--- src/rtl/sync_pulse_receiver.sv ---
// Receive end of the PMT sync-pulse link: synchronises the raw pulse, measures its width and
// period, qualifies it against the expected timing and flywheels a switch-trigger window while locked.
module sync_pulse_receiver #(
    parameter int CNT_W       = 12,
    parameter int EXP_WIDTH   = 480,
    parameter int EXP_PERIOD  = 2400,
    parameter int TOL         = 8,
    parameter int LOCK_COUNT  = 4,
    parameter int MISS_LIMIT  = 2,
    parameter int TRIG_OFFSET = 2395,
    parameter int TRIG_LEN    = 5
) (
    input  logic             sysclk_i,
    input  logic             btn_i,
    input  logic             pulse_in_i,
    output logic             locked_o,
    output logic             pulse_seen_o,
    output logic             pulse_valid_o,
    output logic             miss_o,
    output logic [CNT_W-1:0] meas_period_o,
    output logic [CNT_W-1:0] meas_width_o,
    output logic             switch_trig_o,
    output logic [1:0]       state_o
);

    localparam int GW = $clog2(LOCK_COUNT + 1);
    localparam int MW = $clog2(MISS_LIMIT + 1);

    localparam logic [CNT_W-1:0] CNT_MAX = {CNT_W{1'b1}};
    localparam logic [CNT_W-1:0] CNT_ONE = CNT_W'(1);
    localparam logic [CNT_W-1:0] T_OUT   = CNT_W'(EXP_PERIOD + TOL);
    localparam logic [CNT_W-1:0] TOL_V   = CNT_W'(TOL);
    localparam logic [CNT_W-1:0] PER_LO  = CNT_W'(EXP_PERIOD - TOL);
    localparam logic [CNT_W-1:0] PER_HI  = CNT_W'(EXP_PERIOD + TOL);
    localparam logic [CNT_W-1:0] WID_LO  = CNT_W'(EXP_WIDTH - TOL);
    localparam logic [CNT_W-1:0] WID_HI  = CNT_W'(EXP_WIDTH + TOL);
    localparam logic [CNT_W-1:0] PH_LAST = CNT_W'(EXP_PERIOD - 1);
    localparam logic [CNT_W-1:0] TRIG_LO = CNT_W'(TRIG_OFFSET);
    localparam logic [CNT_W:0]   TRIG_HI = (CNT_W+1)'(TRIG_OFFSET + TRIG_LEN);

    // SEARCH: waiting for any rise | ACQUIRE: counting good periods | LOCKED: flywheel running
    typedef enum logic [1:0] {
        ST_SEARCH  = 2'd0,
        ST_ACQUIRE = 2'd1,
        ST_LOCKED  = 2'd2
    } state_t;

    state_t           state_q, state_d;
    logic             s1_q, s2_q, s3_q;
    logic [CNT_W-1:0] per_cnt_q, per_cnt_d;
    logic [CNT_W-1:0] wid_cnt_q, wid_cnt_d;
    logic [CNT_W-1:0] meas_period_q, meas_period_d;
    logic [CNT_W-1:0] meas_width_q, meas_width_d;
    logic [CNT_W-1:0] phase_q, phase_d;
    logic [GW-1:0]    good_cnt_q, good_cnt_d;
    logic [MW-1:0]    miss_cnt_q, miss_cnt_d;
    logic             pulse_seen_q, pulse_valid_q, miss_q, switch_trig_q;
    logic             pulse_valid_d, switch_trig_d;

    logic             rise, fall, timeout, valid_rise;
    logic [CNT_W-1:0] per_inc, wid_inc;

    assign rise    = s2_q & ~s3_q;
    assign fall    = ~s2_q & s3_q;
    assign per_inc = (per_cnt_q == CNT_MAX) ? CNT_MAX : per_cnt_q + CNT_ONE;
    assign wid_inc = (wid_cnt_q == CNT_MAX) ? CNT_MAX : wid_cnt_q + CNT_ONE;
    // A rise on the timeout cycle wins, so a late-but-present pulse is never also a miss.
    assign timeout = (per_cnt_q == T_OUT) & ~rise;
    // Width under test is the one captured at the fall preceding this rise.
    assign valid_rise = rise
                      & (per_inc >= PER_LO) & (per_inc <= PER_HI)
                      & (meas_width_q >= WID_LO) & (meas_width_q <= WID_HI);

    always_comb begin
        per_cnt_d     = per_inc;
        wid_cnt_d     = wid_cnt_q;
        meas_period_d = meas_period_q;
        meas_width_d  = meas_width_q;
        if (rise) begin
            per_cnt_d     = '0;
            meas_period_d = per_inc;
        end else if (timeout) begin
            per_cnt_d = TOL_V;
        end
        if (rise) begin
            wid_cnt_d = CNT_ONE;
        end else if (s2_q) begin
            wid_cnt_d = wid_inc;
        end
        if (fall) begin
            meas_width_d = wid_cnt_q;
        end else if (s2_q && wid_cnt_q == CNT_MAX) begin
            meas_width_d = CNT_MAX;
        end
    end

    always_comb begin
        state_d    = state_q;
        good_cnt_d = good_cnt_q;
        miss_cnt_d = miss_cnt_q;
        case (state_q)
            ST_SEARCH: begin
                if (rise) begin
                    state_d    = ST_ACQUIRE;
                    good_cnt_d = '0;
                end
            end
            ST_ACQUIRE: begin
                if (rise) begin
                    if (valid_rise) begin
                        good_cnt_d = good_cnt_q + GW'(1);
                        if (good_cnt_q == GW'(LOCK_COUNT - 1)) begin
                            state_d    = ST_LOCKED;
                            miss_cnt_d = '0;
                        end
                    end else begin
                        good_cnt_d = '0;
                    end
                end else if (timeout) begin
                    state_d = ST_SEARCH;
                end
            end
            ST_LOCKED: begin
                if (rise) begin
                    if (valid_rise) begin
                        miss_cnt_d = '0;
                    end else begin
                        state_d    = ST_ACQUIRE;
                        good_cnt_d = '0;
                    end
                end else if (timeout) begin
                    miss_cnt_d = miss_cnt_q + MW'(1);
                    if (miss_cnt_q == MW'(MISS_LIMIT - 1)) begin
                        state_d = ST_SEARCH;
                    end
                end
            end
            default: state_d = ST_SEARCH;
        endcase
    end

    always_comb begin
        phase_d = '0;
        if (state_q == ST_LOCKED && state_d == ST_LOCKED && !valid_rise) begin
            phase_d = (phase_q == PH_LAST) ? '0 : phase_q + CNT_ONE;
        end
        // Computed from next state so the window drops on the same edge as lock.
        switch_trig_d = (state_d == ST_LOCKED) && (phase_d >= TRIG_LO)
                      && ({1'b0, phase_d} < TRIG_HI);
        pulse_valid_d = valid_rise && (state_q != ST_SEARCH);
    end

    always_ff @(posedge sysclk_i or negedge btn_i) begin
        if (!btn_i) begin
            s1_q          <= 1'b0;
            s2_q          <= 1'b0;
            s3_q          <= 1'b0;
            state_q       <= ST_SEARCH;
            per_cnt_q     <= '0;
            wid_cnt_q     <= '0;
            meas_period_q <= '0;
            meas_width_q  <= '0;
            phase_q       <= '0;
            good_cnt_q    <= '0;
            miss_cnt_q    <= '0;
            pulse_seen_q  <= 1'b0;
            pulse_valid_q <= 1'b0;
            miss_q        <= 1'b0;
            switch_trig_q <= 1'b0;
        end else begin
            s1_q          <= pulse_in_i;
            s2_q          <= s1_q;
            s3_q          <= s2_q;
            state_q       <= state_d;
            per_cnt_q     <= per_cnt_d;
            wid_cnt_q     <= wid_cnt_d;
            meas_period_q <= meas_period_d;
            meas_width_q  <= meas_width_d;
            phase_q       <= phase_d;
            good_cnt_q    <= good_cnt_d;
            miss_cnt_q    <= miss_cnt_d;
            pulse_seen_q  <= rise;
            pulse_valid_q <= pulse_valid_d;
            miss_q        <= timeout;
            switch_trig_q <= switch_trig_d;
        end
    end

    assign locked_o      = (state_q == ST_LOCKED);
    assign pulse_seen_o  = pulse_seen_q;
    assign pulse_valid_o = pulse_valid_q;
    assign miss_o        = miss_q;
    assign meas_period_o = meas_period_q;
    assign meas_width_o  = meas_width_q;
    assign switch_trig_o = switch_trig_q;
    assign state_o       = state_q;

endmodule

--- config.mk ---
export PLATFORM = sky130hd
export DESIGN_NAME = sync_pulse_receiver
export DESIGN_NICKNAME = d
export VERILOG_FILES = /design/src/rtl/sync_pulse_receiver.sv
export SDC_FILE = /design/constraint.sdc
export NUM_CORES = 1
export LEC_CHECK = 0
export CELL_PAD_IN_SITES_DETAIL_PLACEMENT = 1
export CELL_PAD_IN_SITES_GLOBAL_PLACEMENT = 2
export CORE_MARGIN = 3
export CORE_UTILIZATION = 37
export DETAILED_ROUTE_END_ITERATION = 8
export GPL_TIMING_DRIVEN = 0
export PLACE_DENSITY = 0.79
export RECOVER_POWER = 100
export SLEW_MARGIN = 20
export SYNTH_ARGS = -nofsm -noshare
export SYNTH_HDL_FRONTEND = slang
export SYNTH_SLANG_ARGS = --single-unit
--- constraint.sdc ---
create_clock -name sysclk_i -period 7.01 [get_ports sysclk_i]
set_input_delay 0.701 -clock sysclk_i [delete_from_list [all_inputs] [get_ports sysclk_i]]
set_output_delay 0.701 -clock sysclk_i [all_outputs]
set_load 0.03 [all_outputs]
# Yosys cells after proc, flatten, opt, wreduce, memory -nomap -nowiden
# Index checks and enable logic that the tools add are counted.
totals:
  inputBits: 3
  ff_bits: 74
classes:
  n_reduce_logical: 15
  bitwise_logic: 10
  n_eq_ne: 17
  add_sub_neg: 5
  n_lt_le_gt_ge: 6
  muxes: 33
ops:
  columns: ["cell", "n"]
  rows:
  - ["two-way mux 12 bit", 10]
  - ["equality test 12 bit (second input constant)", 4]
  - ["adder 12 x 1 -> 12 bit (second input constant)", 3]
  - ["two-way mux 2 bit", 15]
  - ["greater-or-equal comparator 12 bit (second input constant)", 2]
  - ["two-way mux 3 bit", 5]
  - ["greater-or-equal comparator 12 x 9 -> 1 bit (second input constant)", 1]
  - ["less-or-equal comparator 12 bit (second input constant)", 1]
  - ["less-or-equal comparator 12 x 9 -> 1 bit (second input constant)", 1]
  - ["< comparator 12 bit (second input constant)", 1]
  - ["!= test 2 bit (second input constant)", 5]
  - ["one-hot mux 3 bit (3 select lines)", 1]
  - ["nonzero test 2 bit", 4]
  - ["AND 1 bit", 7]
  - ["logical AND 1 bit", 6]
  - ["one-hot mux 2 bit (3 select lines)", 1]
  - ["AND reduction 6 bit", 1]
  - ["AND reduction 5 bit", 1]
  - ["equality test 2 x 1 -> 1 bit (second input constant)", 2]
  - ["equality test 2 bit (second input constant)", 2]
  - ["one-hot mux 2 bit (2 select lines)", 1]
  - ["adder 3 x 1 -> 3 bit (second input constant)", 1]
  - ["equality test 3 x 2 -> 1 bit (second input constant)", 1]
  - ["!= test 3 x 1 -> 1 bit (second input constant)", 1]
  - ["7 further kinds", 9]

# Logic depth before layout (Yosys ltp)
# Gate-level depths: netlist of the first run.
logic_depth:
  word_depth: 17
  ltp_mapped: 9

# Least setup slack after synthesis of the first run
# OpenSTA, ideal clock, no wires.
synth_path:
  path_type: "register to register"
  start: "reg per_cnt_q[0]"
  end: "reg miss_cnt_q[0]"
  path_buffers: 1
  path_slack_ns: 4.632
  setup_time_ns: 0.124
  synth_period_minus_slack_ns: 2.378
  stages_incl_launch_ff: 10
  t_required_ns: 6.886
  t_arrival_ns: 2.253
  cell_sequence: "dfrtp_1 -> ha_1 -> clkbuf_1 -> nand3_1 -> nor3_1 -> mux2i_1 -> nand4_4 -> nor4_1 -> nor2_1 -> a211o_1"
synth_via:
  elab_chain_cells: 9
  elab_cells_between_ends: 15
  cone_classes: "add/sub: 1; order compare: 2; eq/ne: 5; mux: 1; bitwise: 5; reduce/logical: 1"
synth_lines:
  columns: ["item", "line", "source"]
  rows:
  - ["from (decl)", "50", "logic [CNT_W-1:0] per_cnt_q, per_cnt_d;"]
  - ["from (signal assigned)", "175", "per_cnt_q <= per_cnt_d;"]
  - ["adder 12 x 1 -> 12 bit or equality test 12 bit (tied branches)", "65", "assign per_inc = (per_cnt_q == CNT_MAX) ? CNT_MAX : per_cnt_q + CNT_ONE;"]
  - ["two-way mux 12 bit", "65", null]
  - ["greater-or-equal comparator 12 bit", "71", "& (per_inc >= PER_LO) & (per_inc <= PER_HI)"]
  - ["AND 1 bit (2 in a row)", "71", null]
  - ["AND 1 bit (2 in a row)", "72", "& (meas_width_q >= WID_LO) & (meas_width_q <= WID_HI);"]
  - ["!= test 3 x 2 -> 1 bit (no line) or != test 2 bit (tied branches)", null, null]
  - ["AND reduction 6 bit (no line) (*)", null, null]
  - ["to (signal assigned)", "181", "miss_cnt_q <= miss_cnt_d;"]
  - ["to (decl)", "56", "logic [MW-1:0] miss_cnt_q, miss_cnt_d;"]
# Every way passes the cells marked *; elsewhere a longest branch is shown, timed or not.
# A chain may end at the register's enable or synchronous reset.

==> flow_summary.yaml, run 1 <==
clock_network:
  clk_pin_slew_ns: 0.08
  clock_latency_ns: 0.34
  cts_tree: "done"
  cts_buffers: 9
  postCtsHoldBufs: 0
  clockBufferDepth: 2
  htree_levels: 3
  cts_root_buffer: "clkbuf_8"
  clock-sinks: 74
  post-cts-setup-buffers: 0
  ctsResizeCount: 0
finish:
  nets: 492
  antenna_cells: 0
  drive_above_1_share_pct: 6.38
  layout_common_cells: "dfrtp_1, nor2_1, nand2_1"
  register_area_sq_um: 1850
  syn_to_final_growth_pct: 17.3
  fillCellCount: 1238
  instances_no_fill: 622
  multi_input_area_sq_um: 1910
  mostFrequentLayoutCell: "dfrtp_1"
  fin_area_sq_um: 4650
  finish.utilization_pct: 44.8
detailed_routing:
  antenna_left: 0
  num_vias: 3335
  wirelength_um: 10300
  drc: 0
  wl_per_cell_um: 16.5
  dr.first_iter.drc_count: 88
  dr.pass1.iters: 4
  avgViaCountPerCell: 5.36
critical_path:
  critPathCaptureType: "asynchronous set/reset pin"
  r2r_slack_ns: 3.55
  crit_path_top_delay_cell: "clkbuf_1"
  path_delay_family: "buffers and inverters"
  crit_required_ns: 6.95
  worstPathArrival_ns: 3.75
  cpMostUsedCell: "clkbuf_1"
  max_stage_delay_ns: 1.81
  r2r-end: "good_cnt_q[0]"
  path_class: "primary input to asynchronous set/reset pin"
  crit_path_cell_trace: "clkbuf_1 -> clkbuf_1"
  cp.buffers_inverters: 2
  path_depth: 2
  reg2reg_from: "per_cnt_q[0]"
  startpoint: "btn_i"
  r2r_cells: 9
  cp-start-kind: "primary input"
  crit_end: "miss_cnt_q[1]"
  crit_fanout: 44
global_routing:
  grt_max_degree: 45
  grt-ovfl-total: 0
  grt.total_usage_pct: 18.6
  grt_first_pass_wirelength_um: 17600
  grt_pass1_vias: 3469
  antenna_found_initial: 0
power:
  total_power_mw: 1.06
  power_density_nw_per_um2: 227
  power_leakage_nw: 1.95
  peakVddDrop_mv: 0.120
synthesis:
  netlist_instances: 437
  synth_edf_count: 0
  dominantRegCellSynth: "dfrtp_1"
  syn_area_sq_um: 3960
  async_flop_share_pct: 100
  synth-seq-cells: 74
  yosysSeqAreaShare_pct: 46.7
  syn_area_per_cell_sq_um: 9.07
  yosysWarnings: 0
  synthDistinctLibCells: 58
  syn_nets: 447
sta:
  max_freq_mhz: 262
  hold_viol_final: 0
  fin_crit_ns: 3.81
  finalCritPeriodShare_pct: 54.4
  fin_tns_setup_ns: 0
  rsz0062_at_grt: "false"
  worst_pin_slew_ns: 2.42
  finClkSkew_ns: 0.0158
  slew_violations: 77
  setup_violations: 0
  slew_headroom_pct: -61.6
  setup_ws_ns: 3.20
  hold-worst-slack_ns: 0.378
placed_design:
  dp_hpwl_um: 7450
  dpl.cell_count: 607
  placed_area_sq_um: 4490
  portBuffers: 33
  pre_cts_ws_ns: 4.10
  gp_congestion: 0.814
outcome:
  violations: "capacitance limit, slew limit"
  status: "finished, violations left"
die:
  dieArea_sq_um: 12000
  core-area_sq_um: 10400
  die_x_um: 110
  start_util_pct: 38.2
  rows: 37
  io_pins: 34
  die_y_um: 110
worst_hold_path:
  hold_class: "flop to flop"
  hold_depth: 0
job:
  drv_cap: 2
-- cell type report --
| cell class | instances | share of cell area (%) |
|---|---|---|
| Timing Repair Buffer | 34 | 7.05 |
| Sequential cell | 74 | 39.8 |
| Multi-Input combinational cell | 321 | 41.2 |
| Clock buffer | 10 | 2.96 |
| Inverter | 18 | 1.45 |
| Tap cell | 136 | 3.66 |
| Buffer | 24 | 2.18 |
| Clock inverter | 5 | 1.70 |
-- synthesized netlist by cell type, types with 3 or more instances --
cell / count / share of area [%]
dfrtp_1: 74 / 47
nor2_1: 55 / 5.2
nand2_1: 44 / 4.2
a21oi_1: 35 / 4.4
o21ai_0: 26 / 3.3
clkbuf_1: 17 / 1.6
inv_1: 16 / 1.5
nand3_1: 16 / 2.0
nor2b_1: 15 / 2.4
a211oi_1: 13 / 2.5
nor3_1: 8 / 1.0
ha_1: 7 / 2.2
xnor2_1: 7 / 1.5
xor2_1: 7 / 1.5
a31oi_1: 6 / 0.95
mux2i_1: 6 / 1.5
o31ai_1: 6 / 1.1
and3_1: 5 / 0.79
buf_2: 5 / 0.63
nand3b_1: 5 / 0.95
nand4_1: 5 / 0.79
a21o_1: 4 / 0.76
a32oi_1: 4 / 0.88
nor4_1: 4 / 0.63
and2_1: 3 / 0.47
nand2b_1: 3 / 0.47
or3_1: 3 / 0.47
-- metal layers --
layer / global-route usage, % / vias up / part of all wire (%)
li1: - / 1633 / -
met1: 24.2 / 1660 / 48
met2: 31.7 / 35 / 49
met3: 3.88 / 7 / 2.3
met4: 4.19 / 0 / 0.89
met5: 0 / - / 0
-- report_power, final --
part           internal, mW  switching, mW  leakage [nW]  total [mW]
Combinational        0.0702          0.127         0.861       0.198
Clock                 0.208          0.161         0.112       0.368
Sequential            0.457         0.0335         0.979       0.490
Total                 0.735          0.321          1.95        1.06
-- worst min path at each step --
stage / slack (ns) / endpoint / startpoint
finish: 0.38 / s2_q / s1_q
global route: 0.41 / s3_q / s2_q
CTS: 0.29 / meas_width_o[11] / btn_i
detailed placement: 0.36 / s2_q / s1_q
global placement: 0.36 / s2_q / s1_q
floorplan: 0.33 / s2_q / s1_q
-- logic make-up (layout without fill, tap and decap cells) --
family | after synthesis | after routing | synth area share, %
AND/OR/NAND/NOR | 183 | 183 | 24.2
AO/OA/AOI/OAI | 110 | 110 | 17.6
flip-flops | 74 | 74 | 46.7
multiplexers | 7 | 7 | 1.89
buffers and inverters | 42 | 91 | 4.32
adder cells (fa/ha/maj) | 7 | 7 | 2.21
XOR/XNOR | 14 | 14 | 3.09
-- flip-flops by register name, summed over array words and instances, names as in the netlist --
signal         count
s3_q               1
wid_cnt_q         12
phase_q           12
miss_cnt_q         2
meas_period_o     12
meas_width_o      12
per_cnt_q         12
s1_q               1
state_o            2
pulse_valid_o      1
pulse_seen_o       1
s2_q               1
miss_o             1
switch_trig_o      1
good_cnt_q         3
No activity file was read; power rests on OpenSTA's default activity.
==> inputs of run 2 (changes only) <==
--- a/config.mk
+++ b/config.mk
@@ -8,10 +8,10 @@
 export CELL_PAD_IN_SITES_DETAIL_PLACEMENT = 1
 export CELL_PAD_IN_SITES_GLOBAL_PLACEMENT = 2
 export CORE_MARGIN = 3
-export CORE_UTILIZATION = 37
+export CORE_UTILIZATION = 33
 export DETAILED_ROUTE_END_ITERATION = 8
 export GPL_TIMING_DRIVEN = 0
-export PLACE_DENSITY = 0.79
+export PLACE_DENSITY = 0.74
 export RECOVER_POWER = 100
 export SLEW_MARGIN = 20
 export SYNTH_ARGS = -nofsm -noshare
==> constraint.sdc (replaced) <==
create_clock -name sysclk_i -period 3.4 [get_ports sysclk_i]
set_input_delay 0.34 -clock sysclk_i [delete_from_list [all_inputs] [get_ports sysclk_i]]
set_output_delay 0.34 -clock sysclk_i [all_outputs]
set_load 0.03 [all_outputs]
==> run 2 against run 1 <==
The flow now finishes without violations. Sequential power up 110%. Non-clock buffer count up 1. Setup slack worse by 2.8 ns. Final cell count up 1.4%. Clock skew down 0.0072 ns. Design area up 2.6%. Utilization down 3.6 points. Critical endpoint is now phase_q[10]. Largest power group unchanged. Highest routed layer unchanged.
==> flow_summary.yaml, run 2 (synthesis results as in run 1) <==
global_routing:
  grt_first_pass_wirelength_um: 17700
  grt.total_usage_pct: 16.9
  use_met3_pct: 3.08
  grt_pass1_vias: 3479
  grtUsageMet1_pct: 21.6
  antenna_found_initial: 0
  grt-ovfl-total: 0
  use_met2_pct: 28.3
  grt_most_used_layer: "met2"
  grt_max_degree: 50
critical_path:
  r2r_slack_ns: 0.43
  crit_path_cell_trace: "inv_1 -> ha_1 -> nor4bb_1 -> nand4b_1 -> nor4_1 -> a21o_1 -> a21o_1 -> clkbuf_1 -> nor2_1"
  cp-start-kind: "flop"
  worstPathArrival_ns: 3.19
  r2r_cells: 9
  cpMostUsedCell: "a21o_1"
  crit_path_top_delay_cell: "nor4_1"
  max_stage_delay_ns: 0.65
  crit_fanout: 10
  r2r-end: "phase_q[10]"
  path_class: "flop to flop"
  reg2reg_from: "per_cnt_q[0]"
  crit_required_ns: 3.62
  critPathCaptureType: "flop"
worst_hold_path:
  hold_class: "flop to flop"
  hold_depth: 0
  hold_end: "s2_q"
  hp-start: "s1_q"
finish:
  layout_common_cells: "dfrtp_1, nor2_1, nand2_1"
  fillCellCount: 1351
  mostFrequentLayoutCell: "dfrtp_1"
  nets: 493
  fin_area_sq_um: 4770
  finish.utilization_pct: 41.2
  syn_to_final_growth_pct: 20.3
  antenna_cells: 0
  drive_above_1_share_pct: 7.17
clock_network:
  clockBufferDepth: 2
  htree_levels: 3
  clock-sinks: 74
  cts_root_buffer: "clkbuf_16"
  post-cts-setup-buffers: 0
  clk_pin_slew_ns: 0.06
  clock_latency_ns: 0.35
  cts_tree: "done"
  cts_buffers: 9
sta:
  finClkSkew_ns: 0.00856
  hold_viol_final: 0
  slew_violations: 0
  setup_violations: 0
  rsz0062_at_grt: "false"
  slew_headroom_pct: 7.35
  worst_pin_slew_ns: 1.39
  fin_crit_ns: 2.97
  finalCritPeriodShare_pct: 87.4
  max_freq_mhz: 337
  setup_ws_ns: 0.429
placed_design:
  dp_hpwl_um: 7560
  placed_area_sq_um: 4500
  portBuffers: 33
  gp_congestion: 0.817
  pre_cts_ws_ns: 0.483
outcome:
  status: "finished, final reports clean"
power:
  power_leakage_nw: 1.99
  power_density_nw_per_um2: 499
  total_power_mw: 2.38
  peakVddDrop_mv: 0.200
detailed_routing:
  wl_per_cell_um: 16.5
  dr.pass1.iters: 4
  drc: 0
  dr.first_iter.drc_count: 130
  antenna_left: 0
  num_vias: 3339
  avgViaCountPerCell: 5.29
  wirelength_um: 10400
die:
  die_x_um: 116
  start_util_pct: 34.3
  io_pins: 34
  dieArea_sq_um: 13400
  core-area_sq_um: 11600
  die_y_um: 116
  rows: 39
job:
  drv_cap: 0
run 2: worst max path at each step:
stage	cells after the start	end	from	slack [ns]
detailed placement	9	good_cnt_q[0]	per_cnt_q[1]	0.48
finish	9	phase_q[10]	per_cnt_q[0]	0.43
floorplan	9	miss_cnt_q[0]	per_cnt_q[0]	1.02
global route	9	miss_cnt_q[1]	per_cnt_q[0]	0.11
global placement	1	phase_q[8]	btn_i	-0.72
CTS	9	good_cnt_q[0]	per_cnt_q[1]	0.41
run 2: power breakdown:
part / total [mW] / leakage (nW) / switching, mW / internal, mW
Sequential: 1.01 / 0.979 / 0.0674 / 0.943
Clock: 0.960 / 0.145 / 0.393 / 0.566
Combinational: 0.410 / 0.867 / 0.264 / 0.145
Total: 2.38 / 1.99 / 0.725 / 1.65
run 2: routing by layer:
metal | share of wire [%] | vias up
li1 | - | 1645
met1 | 47 | 1651
met2 | 49 | 31
met3 | 2.2 | 12
met4 | 1.9 | 0
met5 | 0 | -
run 2: layout make-up:
cell class	instances	area [sq um]	area share, %
Buffer	24	101	2.13
Clock buffer	9	225	4.72
Timing Repair Buffer	35	339	7.11
Inverter	18	67.6	1.42
Multi-Input combinational cell	321	1930	40.6
Sequential cell	74	1850	38.8
Clock inverter	7	70.1	1.47
Tap cell	143	179	3.75
run 2: worst max-delay path, delay by kind of cell, from the launching register on:
| family | cells | cell delay (ns) |
|---|---|---|
| simple gates | 4 | 1.19 |
| buf+inv | 2 | 0.51 |
| flops | 1 | 0.47 |
| compound gates | 2 | 0.46 |
| fa+ha+maj | 1 | 0.21 |
run 2: stage by stage:
step	instances	hold WS [ns]	TNS [ns]
CTS	631	0.363	0
floorplan	437	0.0444	0
finish	631	0.361	0
global placement	613	0.350	-52.91
global route	631	0.382	0
detailed placement	614	0.286	0
run 2: repair_timing:
| item | 4_1_cts | 5_1_grt |
|---|---|---|
| hold endpoints to repair | 25 | 0 |
| resized for setup | 0 | 0 |
| hold buffers | 1 | 0 |
==> inputs of run 3 (changes only) <==
--- a/config.mk
+++ b/config.mk
@@ -9,6 +9,7 @@
 export CELL_PAD_IN_SITES_GLOBAL_PLACEMENT = 2
 export CORE_MARGIN = 3
 export CORE_UTILIZATION = 33
+export CTS_CLUSTER_DIAMETER = 50
 export DETAILED_ROUTE_END_ITERATION = 8
 export GPL_TIMING_DRIVEN = 0
 export PLACE_DENSITY = 0.74
==> results of run 3 <==
No change in the layout: final DEF, timing and power equal those of run 2.
==> RTL change 1 (flow settings as in run 3) <==
The parameter `MISS_LIMIT` goes from 2 to 8.
--- a/src/rtl/sync_pulse_receiver.sv
+++ b/src/rtl/sync_pulse_receiver.sv
@@ -6,7 +6,7 @@
     parameter int EXP_PERIOD  = 2400,
     parameter int TOL         = 8,
     parameter int LOCK_COUNT  = 4,
-    parameter int MISS_LIMIT  = 2,
+    parameter int MISS_LIMIT  = 8,
     parameter int TRIG_OFFSET = 2395,
     parameter int TRIG_LEN    = 5
 ) (
Function: no difference found for any inputs over 10 cycles, from zero or initial values; that may be too few to reach the edited logic, so the function may still have changed.
==> RTL change 1 against run 3 <==
The flow now finishes with violations (capacitance limit, slew limit); cell area is 2.3% lower; synthesized area shrank 2.3%; synthesized cell count down 11%; sequential cell count increased by 2; worst setup slack improved by 110 ps; clock skew is 4.1 ps lower; total power down 3.6%; routed wire length is 2.5% lower; sequential share of layout area rose by 2.0 points; via count is 5.6% lower; non-clock buffer count decreased by 1; critical endpoint is now switch_trig_o.
==> RTL change 1: results (changes against run 3) <==
- Top post-synthesis cells by area: dfrtp_1, nor2_1, o21ai_0, nand2_1, o22a_1
- Cell variety after synth: 61 (+5.2%)
- Switching pwr: 669 uW (-7.7%)
- Sw frac: 29.2% (-1.3 points)
- Synth Net Count: 401 (-10%)
- Xor/xnor cell area share of the yosys netlist: 4.07% (+0.98 points)
- Clk_skew: 4.45 ps (-4.12 ps)
- Crit path largest cell delay: 500 ps (-150 ps)
- Syn Area/Cell: 9.90 um2 (+9.2%)
- Slew Limit Fails: 31 (+31)
- RD Place Congestion: 0.767 (-6.1%)
- Clock-net power: 851 uW (-11%)
- Row count: 38 (-2.6%)
- Slew headroom: -22.3% (-30 points)
- Failing checks: capacitance limit, slew limit
- Global Route Usage Sum: 16.6% (-0.29 points)
- Placement Setup Slack: 610 ps (+128 ps)
- Post-synthesis mux area share: 1.87% (-0.020 points)
- Nets: 447 (-9.3%)
- Synth Area in Adders: 2.26% (+0.052 points)
- Post-synth top cells: dfrtp_1, nor2_1, nand2_1
- Crit-path slowest cell: or4b_1
- Global-route wire length before repair: 17.3 mm (-2.4%)
- Max cap viols: 1 (+1)
- Worst-Skew Late Latency: 330 ps (-20 ps)
- Crit path max fanout: 10 (unchanged)
- Worst Path Arrival: 3070 ps (-120 ps)
- Final HPWL DP: 7.33 mm (-3.0%)
- CTS clk-pin slew, worst paths: 60 ps (about the same)
- Max rail drop VDD: 0.423 mV (+110%)
- Final wirelength: 10.2 mm (-2.5%)
- Vias in the first global route: 3392 (-2.5%)
- Placed cells: 565 (-8.0%)
- Static leakage: 0.00208 uW (+4.6%)
- Total number of vias: 3153 (-5.6%)
- Layout cells sized above 1: 7.73% (+0.56 points)
- Synth Area in Compound Gates: 14.9% (-2.7 points)
- Non-Filler Instances: 580 (-8.1%)
- Status: finished, violations left
[RTL change 1: final timing paths]
path | end | depth (start not counted) | from | slack, ps
worst max-delay path | switch_trig_o | 11 | per_cnt_q[0] | 540
worst min-delay path | s2_q | 0 | s1_q | 350
worst max register to register | switch_trig_o | 11 | per_cnt_q[0] | 540
worst min register to register | s2_q | 0 | s1_q | 350
max in group asynchronous | per_cnt_q[10] | 2 | btn_i | 1300
min in group asynchronous | miss_cnt_q[1] | 2 | btn_i | 1040
[RTL change 1: routing by layer]
layer | track usage, % | up-vias | part of all wire (%)
met5 | 0 | - | 0
met4 | 4.67 | 0 | 1.2
met3 | 4.23 | 9 | 3.0
met2 | 27.5 | 41 | 49
met1 | 21.7 | 1596 | 47
li1 | - | 1507 | -
[RTL change 1: metrics by stage]
stage	setup TNS, ps	cell area (um2)
2_1_floorplan	0	3870
3_3_place_gp	-64460	4380
3_5_place_dp	0	4400
4_1_cts	0	4670
5_1_grt	0	4660
6_report	0	4660
[RTL change 1: cells by family (layout without fill, tap and decap cells)]
group	count (synthesis)	after routing
simple gates	160	160
compound gates	86	86
flops	76	76
buf+inv	37	86
xor+xnor	18	18
fa+ha+maj	7	7
mux	7	7
[RTL change 1: cell type report]
cell class              instances  area (um2)
plain buffers                  23         118
well taps                     140         175
fillers                      1262        6520
clock buffers                  12         246
clock inverters                 2        12.5
inverters                      14        52.6
flip-flops and latches         76        1900
multi-input cells             278        1790
repair buffers                 35         362
[RTL change 1: what timing repair did]
action / CTS / global route
endpoints found under the hold margin: 30 / 0
gates resized for setup: 0 / 0
setup buffers: 0 / 0
hold buffers: 1 / 0
